$ cat src/rtl/instr_fetch.sv
// Instruction fetch stage: drives the PC, fetches words from imem over req/ack,
// and queues {word, addr} in a small FIFO for decode.
module instr_fetch #(
    parameter int unsigned WORD_SIZE = 32,
    parameter int unsigned DEPTH     = 2
) (
    input  logic                 clk,
    input  logic                 reset,
    input  logic [WORD_SIZE-1:0] pc_cur,
    output logic                 pc_we,
    output logic [WORD_SIZE-1:0] pc_in,
    output logic                 imem_req,
    output logic [WORD_SIZE-1:0] imem_addr,
    input  logic                 imem_ack,
    input  logic [WORD_SIZE-1:0] imem_rdata,
    input  logic                 branch_taken,
    input  logic [WORD_SIZE-1:0] branch_target,
    output logic                 instr_valid,
    output logic [WORD_SIZE-1:0] instr,
    output logic [WORD_SIZE-1:0] instr_pc,
    input  logic                 instr_ready
);

    localparam int unsigned PTR_W = (DEPTH > 1) ? $clog2(DEPTH) : 1;
    localparam int unsigned CNT_W = $clog2(DEPTH + 1);

    typedef enum logic [1:0] {
        IDLE = 2'd0,
        WAIT = 2'd1,
        DROP = 2'd2
    } state_e;

    state_e               state_q, state_d;
    logic [WORD_SIZE-1:0] fetch_addr_q, fetch_addr_d;
    logic [WORD_SIZE-1:0] word_q [DEPTH];
    logic [WORD_SIZE-1:0] word_d [DEPTH];
    logic [WORD_SIZE-1:0] addr_q [DEPTH];
    logic [WORD_SIZE-1:0] addr_d [DEPTH];
    logic [PTR_W-1:0]     rd_ptr_q, rd_ptr_d;
    logic [PTR_W-1:0]     wr_ptr_q, wr_ptr_d;
    logic [CNT_W-1:0]     count_q, count_d;
    logic                 req_q, req_d;
    logic                 valid_q, valid_d;
    logic                 full;
    logic                 push;
    logic                 pop;

    assign full = (count_q == CNT_W'(DEPTH));
    assign pop  = !branch_taken && (count_q != '0) && instr_ready;

    // Fetch FSM: a branch never cancels the outstanding request, it only marks it for drop
    always_comb begin
        state_d      = state_q;
        fetch_addr_d = fetch_addr_q;
        push         = 1'b0;
        case (state_q)
            IDLE: begin
                if (!branch_taken && !full) begin
                    fetch_addr_d = pc_cur;
                    state_d      = WAIT;
                end
            end
            WAIT: begin
                if (imem_ack) begin
                    push    = !branch_taken;
                    state_d = IDLE;
                end else if (branch_taken) begin
                    state_d = DROP;
                end
            end
            DROP: begin
                if (imem_ack) begin
                    state_d = IDLE;
                end
            end
            default: state_d = IDLE;
        endcase
    end

    // Instruction FIFO; a branch flushes it and overrides any same-cycle pop
    always_comb begin
        word_d   = word_q;
        addr_d   = addr_q;
        rd_ptr_d = rd_ptr_q;
        wr_ptr_d = wr_ptr_q;
        count_d  = count_q;
        if (branch_taken) begin
            rd_ptr_d = '0;
            wr_ptr_d = '0;
            count_d  = '0;
        end else begin
            if (push) begin
                word_d[wr_ptr_q] = imem_rdata;
                addr_d[wr_ptr_q] = fetch_addr_q;
                wr_ptr_d         = wr_ptr_q + PTR_W'(1);
            end
            if (pop) begin
                rd_ptr_d = rd_ptr_q + PTR_W'(1);
            end
            count_d = count_q + CNT_W'(push) - CNT_W'(pop);
        end
        req_d   = (state_d != IDLE);
        valid_d = (count_d != '0);
    end

    // PC control: load target on branch, hold while busy or full, else let it auto-increment
    always_comb begin
        pc_we = 1'b0;
        pc_in = '0;
        if (reset) begin
            if (branch_taken) begin
                pc_we = 1'b1;
                pc_in = branch_target;
            end else if ((state_q != IDLE) || full) begin
                pc_we = 1'b1;
                pc_in = pc_cur;
            end
        end
    end

    always_ff @(posedge clk or negedge reset) begin
        if (!reset) begin
            state_q      <= IDLE;
            fetch_addr_q <= '0;
            word_q       <= '{default: '0};
            addr_q       <= '{default: '0};
            rd_ptr_q     <= '0;
            wr_ptr_q     <= '0;
            count_q      <= '0;
            req_q        <= 1'b0;
            valid_q      <= 1'b0;
        end else begin
            state_q      <= state_d;
            fetch_addr_q <= fetch_addr_d;
            word_q       <= word_d;
            addr_q       <= addr_d;
            rd_ptr_q     <= rd_ptr_d;
            wr_ptr_q     <= wr_ptr_d;
            count_q      <= count_d;
            req_q        <= req_d;
            valid_q      <= valid_d;
        end
    end

    assign imem_req    = req_q;
    assign imem_addr   = fetch_addr_q;
    assign instr_valid = valid_q;
    assign instr       = valid_q ? word_q[rd_ptr_q] : '0;
    assign instr_pc    = valid_q ? addr_q[rd_ptr_q] : '0;

endmodule

$ cat config.mk
export PLATFORM = sky130hd
export DESIGN_NAME = instr_fetch
export DESIGN_NICKNAME = d
export VERILOG_FILES = /design/src/rtl/instr_fetch.sv
export SDC_FILE = /design/constraint.sdc
export NUM_CORES = 1
export LEC_CHECK = 0
export ABC_AREA = 1
export ABC_CLOCK_PERIOD_IN_PS = 2400
export CORE_MARGIN = 8
export CORE_UTILIZATION = 40
export CTS_BUF_LIST = sky130_fd_sc_hd__clkbuf_4 sky130_fd_sc_hd__clkbuf_8
export DETAILED_ROUTE_END_ITERATION = 12
export MAX_ROUTING_LAYER = met4
export PLACE_DENSITY = 0.74
export SYNTH_ARGS = -nofsm -noshare
export SYNTH_HDL_FRONTEND = slang
export SYNTH_SLANG_ARGS = --single-unit
export TNS_END_PERCENT = 1
$ cat constraint.sdc
create_clock -name clk -period 2.4 [get_ports clk]
set_input_delay 0.72 -clock clk [delete_from_list [all_inputs] [get_ports clk]]
set_output_delay 0.72 -clock clk [all_outputs]
set_load 0.05 [all_outputs]
==> results of run 1 <==
synth_stat cells, drive strengths merged:
cell    number
inv        107
nand2      208
xor2         1
nand3        7
nor2       164
dfrtp      168
nand3b       3
o21ai      256
ha           2
clkbuf      20
nand4        1
buf         46
per-layer routing:
| layer | share of wire, % | GRT usage [%] | vias up | routed length (um) |
|---|---|---|---|---|
| li1 | - | - | 3546 | - |
| met1 | 44 | 23.10 | 3394 | 10460 |
| met2 | 48 | 30.18 | 247 | 11390 |
| met3 | 6.5 | 5.193 | 28 | 1554 |
| met4 | 1.5 | 5.395 | 0 | 366 |
| met5 | 0 | - | - | 0 |
worst register-to-register path: stages (launching register included):
cell      delay (ns)
dfrtp_1         0.40
buf_4           0.16
nor2_4          0.10
nand2_1         0.08
ha_1            0.28
inv_1           0.04
ha_1            0.18
nand3b_1        0.15
nand3_1         0.10
nand2_1         0.06
sequential cells by signal, summed over array words and instances (netlist names):
register / cells
rd_ptr_q: 1
instr_valid: 1
wr_ptr_q: 1
word_q: 64
addr_q: 64
count_q: 2
state_q: 2
imem_req: 1
imem_addr: 32
stage by stage:
| step | TNS [ns] | instance area (um2) | util (%) | hold WS, ns |
|---|---|---|---|---|
| after global routing | -4.160 | 12230 | 60.27 | 0.1870 |
| after detailed placement | -9.613 | 11390 | 56.10 | 0.4625 |
| final | -0.1108 | 12230 | 60.27 | 0.2211 |
| after floorplan | -12.38 | 8302 | - | 0.4244 |
| after global placement | -9.714 | 11390 | 56.10 | 0.4578 |
| after CTS | -0.7093 | 12050 | 59.34 | 0.1934 |
final cells by class:
type | instances | area [um2]
flip-flops and latches | 168 | 4207
clock buffers | 18 | 241.5
well taps | 270 | 337.8
multi-input cells | 642 | 3376
clock inverters | 13 | 171.4
fillers | 1760 | 8065
repair buffers | 272 | 3495
inverters | 107 | 406.6
cell families after synthesis:
group / after synthesis / synth area share (%)
simple gates: 383 / 18.07
buf+inv: 173 / 10.80
fa+ha+maj: 2 / 0.3019
xor+xnor: 1 / 0.1057
flops: 168 / 50.73
compound gates: 256 / 19.99
repair_timing:
action	in CTS	in global routing
buffers inserted	3	0
gates cloned	3	0
hold buffers	0	0
pin swaps	18	16
endpoints found under the setup margin	107	98
resized for setup	93	72
worst paths after layout:
kind / start / end / slack [ns] / cells past startpoint
max: pc_cur[1] / pc_in[1] / -0.03 / 6
min: reset / word_q[27] / 0.22 / 2
max reg2reg: state_q[1] / instr_valid / 0.74 / 9
min reg2reg: addr_q[39] / addr_q[39] / 0.48 / 2
max in group asynchronous: reset / addr_q[28] / 1.11 / 3
min in group clk: addr_q[39] / addr_q[39] / 0.48 / 2
power by group:
group	switching, mW	total, mW	internal, mW
Sequential	0.652	4.62	3.97
Clock	1.07	2.12	1.05
Combinational	3.34	5.35	2.02
Total	5.06	12.1	7.04
==> summary.md, run 1 <==
| Metric | Value |
|---|---|
| Synth area leader | dfrtp_1 |
| Critical path type | input pin to output port |
| Post-Syn Area | 8287 um2 |
| Initial Utilization | 40.82% |
| CP bufs+invs | 3 |
| Top cells by area, synth | dfrtp_1 51%, o21ai_2 11%, nand2_1 9.4%, nor2_1 7.4%, o21ai_0 7.4% |
| Area share of the largest cell type after synthesis | 50.73% |
| Std-Cell Rows | 52 |
| GRT Util Overall | 18.88% |
| Register clock-pin slew on the reported worst setup and hold paths | 0.09 ns |
| Final WS setup | -0.03246 ns |
| Non-Filler Instances | 1490 |
| CTS max path bufs | 2 |
| Mapped Avg Cell Area | 8.430 um2 |
| Port Buf Inserts | 231 |
| Final Hold Viols | 0 |
| VDD IR-drop max | 0.4582 mV |
| Vias | 7215 |
| Syn_nets | 1086 |
| Failing checks | setup timing |
| Lkg Pwr | 5.979 nW |
| RePlAce Congestion | 0.7475 |
| Run status | finished, violations left |
| F_max | 0.4111 GHz |
| Routed WL per cell | 15.95 um |
| Die Span Y | 159.9 um |
| Final worst path period need | 2.432 ns |
| WP data required | 1.68 ns |
| H-Tree Depth | 4 |
| Antenna violations before repair | 0 |
| Yosys warns | 0 |
| Crit path largest cell delay | 0.46 ns |
| Core Region | 20300 um2 |
| Placement-stage worst setup slack | -0.3217 ns |
| Largest net degree at the start of global routing | 95 |
| Root Driver | clkbuf_8 |
| Seq cells post-synth | 168 |
| Share of cells above drive strength 1 | 29.92% |
| Yosys cell types | 21 |
| CP Launch Type | input pin |
| Vias in the first global route | 7334 |
| GR Overflow Total | 0 |
| Drt initial violations | 325 |
| Layout Nets | 1311 |
| Max_cap viols | 0 |
| Latest clock arrival within the worst-skew pair | 0.45 ns |
| First-pass DRT Iterations | 4 |
| Cell Chain, Critical Path | clkdlybuf4s50_1, inv_1, nand2_1, o21ai_1, nor2_1, buf_6 |
| Most frequent cells in the layout | 207 x nand2_1, 166 x dfrtp_1, 112 x o21ai_0 |
| Power Dens Cells | 988.7 nW/um2 |
| Class of the worst hold path | input pin to async pin |
| Placed Cells | 1453 |
| Arr. time, crit path | 1.71 ns |
| CP Capture Type | output port |
| Cts bufs inserted | 17 |
| Max-slew violation count | 0 |
| RSZ-0062 raised after global routing | true |
| Seq/Total Area, Yosys | 50.73% |
| Clock skew | 0.01141 ns |
| Ant diodes | 0 |
| CTS tree | yes |
| CTS sink count | 168 |
| Antenna Nets Post-Route | 0 |
| Mapped Cells | 983 |
| Total power draw | 12.10 mW |
| Worst slew pin tran | 0.8809 ns |
| Fin crit share | 101.4% |
| Drt drc | 0 |
| Die area | 25580 um2 |
| Critical-path maximum fanout | 2 |
| Routed vias/inst | 4.842 |
| Post-DP HPWL | 15820 um |
| Wirelength, routed | 23770 um |
| DIE WIDTH | 159.9 um |
| CP top delay family | buffers and inverters |
| Layout area overhead | 47.64% |
| Max-slew headroom | 41.27% |
| CP max stage cell | clkdlybuf4s50_1 |
| First-pass GRT wire length | 37960 um |
| Num ports | 232 |
| Final setup fails | 7 |
| Commonest non-fill, non-tap cell in the layout | nand2_1 |
(Power assumes the default switching activity.)
==> run 2, diff against run 1 <==
Settings changed: CORE_ASPECT_RATIO set to 0.8, CTS_CLUSTER_DIAMETER set to 40.
==> run 2 against run 1 <==
The flow still finishes with violations (setup timing). Critical path type unchanged. Register-to-register slack better by 0.06 ns. Worst hold slack better by 0.19 ns. Clock power is 5% lower. Non-clock buffer count up 1. Via count decreased by 0.90%. Sequential power is essentially flat. Largest cell class unchanged. Final area grew 0.21%. Fmax about the same. First-iteration DRC count grew 76%. Critical path depth unchanged. Worst setup slack lost 0.00068 ns. Global-route usage increased by 0.30 points.
==> summary.md, run 2 (same netlist as run 1, synthesis figures left out) <==
| Metric | Value |
|---|---|
| First-pass DRT Iterations | 5 |
| Post-DP HPWL | 15820 um |
| Critical path type | input pin to output port |
| GR Overflow Total | 0 |
| Antenna violations before repair | 0 |
| RR Endpoint | instr_valid |
| First-pass GRT wire length | 38010 um |
| Port Buf Inserts | 231 |
| Share of cells above drive strength 1 | 30.93% |
| VDD IR-drop max | 0.5513 mV |
| Num ports | 232 |
| Total power draw | 11.98 mW |
| WP data required | 1.68 ns |
| Critical-path maximum fanout | 2 |
| GR met2 Demand/Resource | 31.25% |
| Placement-stage worst setup slack | -0.3312 ns |
| Vias | 7150 |
| Core Region | 20520 um2 |
| Layout Utilization | 59.74% |
| Class of the worst hold path | input pin to async pin |
| CP Capture Type | output port |
| RePlAce Congestion | 0.7586 |
| Failing checks | setup timing |
| Clock skew | 0.01342 ns |
| Std-Cell Rows | 47 |
| Worst slew pin tran | 1.007 ns |
| Routed WL per cell | 15.72 um |
| Die Span Y | 144.7 um |
| Vias in the first global route | 7324 |
| Lkg Pwr | 5.992 nW |
| Worst reg2reg path depth | 10 |
| Most frequent cells in the layout | 206 x nand2_1, 165 x dfrtp_1, 103 x o21ai_0 |
| H-Tree Depth | 4 |
| DIE WIDTH | 176.9 um |
| CTS max path bufs | 2 |
| CTS tree | yes |
| F_max | 0.4110 GHz |
| Max-slew violation count | 0 |
| Met1 global-route usage | 23.59% |
| Worst R2R Start | count_q[1] |
| Cts bufs inserted | 17 |
| Largest net degree at the start of global routing | 169 |
| CTS sink count | 168 |
| Final WS setup | -0.03314 ns |
| Antenna Nets Post-Route | 0 |
| Drt drc | 0 |
| Final setup fails | 17 |
| Latest clock arrival within the worst-skew pair | 0.44 ns |
| Met3 GRT Util | 5.005% |
| Die area | 25610 um2 |
| R2R Setup Slk | 0.80 ns |
| Fin crit share | 101.4% |
| Hold Buf Count CTS | 0 |
| Most used routing layer | met2 |
| CP Launch Type | input pin |
| Root Driver | clkbuf_8 |
| Run status | finished, violations left |
| GRT Util Overall | 19.18% |
| Commonest non-fill, non-tap cell in the layout | nand2_1 |
| Initial Utilization | 40.38% |
| Max-slew headroom | 32.87% |
| Final Hold Viols | 0 |
| Layout Nets | 1312 |
| Final worst path period need | 2.433 ns |
| Ant diodes | 0 |
| Max_cap viols | 0 |
| Wirelength, routed | 23440 um |
| Routed vias/inst | 4.795 |
| Drt initial violations | 571 |
| RSZ-0062 raised after global routing | true |
| Layout area overhead | 47.95% |
| Arr. time, crit path | 1.71 ns |
| Register clock-pin slew on the reported worst setup and hold paths | 0.09 ns |
| Power Dens Cells | 977.4 nW/um2 |
run 2: cell count changes in the layout (fill, tap and decap cells not counted), moves of 3 or more:
cell and change:
clkinvlp_4 -3, clkdlybuf4s50_1 +3, nor2_2 +13, o21ai_0 -9, buf_16 -3, clkinv_2 +5
o21ai_1 +9, nor2_1 -15
run 2: routing by layer:
layer / share of wire [%] / vias up / wire, um
met5: 0 / - / 0
met4: 1.2 / 0 / 274
met3: 6.0 / 20 / 1396
met2: 49 / 191 / 11420
met1: 44 / 3386 / 10350
li1: - / 3553 / -
run 2: layout make-up:
| class | count | area, um2 |
|---|---|---|
| clock buffer | 18 | 241.5 |
| timing repair buffer | 273 | 3496 |
| tap | 269 | 336.6 |
| multi-input combinational | 642 | 3426 |
| inverter | 107 | 406.6 |
| sequential | 168 | 4208 |
| fill | 1799 | 8263 |
| clock inverter | 14 | 146.4 |
run 2: stage by stage:
stage | instances | hold slack, ns | cell area (um2) | TNS (ns)
final | 1491 | 0.4161 | 12260 | -0.2266
after global placement | 1457 | 0.4574 | 11500 | -8.742
after CTS | 1492 | 0.4840 | 12160 | -0.7768
after global routing | 1491 | 0.4995 | 12260 | -3.404
after floorplan | 983 | 0.4244 | 8302 | -12.38
after detailed placement | 1457 | 0.4618 | 11500 | -9.702
run 2: where the power goes:
part	switching, mW	internal [mW]
clock	1.06	0.945
sequential	0.661	3.97
combinational	3.34	2.00
run 2: what timing repair did:
| action | in CTS | in global routing |
|---|---|---|
| gates cloned | 1 | 1 |
| setup buffers | 2 | 0 |
| setup endpoints to repair | 118 | 97 |
| resized for setup | 137 | 48 |
| pin swaps | 31 | 15 |
run 2: worst max-delay path by stage:
stage	cells after the start	to	slack [ns]	start
2_1_floorplan	4	instr[10]	-0.16	instr_valid
3_3_place_gp	6	pc_in[0]	-0.35	branch_taken
3_5_place_dp	6	pc_in[0]	-0.33	branch_taken
4_1_cts	4	instr_pc[20]	-0.05	rd_ptr_q
5_1_grt	7	pc_in[15]	-0.1	count_q[0]
6_report	6	pc_in[5]	-0.03	pc_cur[5]
run 2: critical path, cell delays in order:
cell,delay (ns)
clkdlybuf4s50_1,0.46
inv_1,0.06
nand2_1,0.06
o21ai_0,0.08
nor2_1,0.15
buf_6,0.18
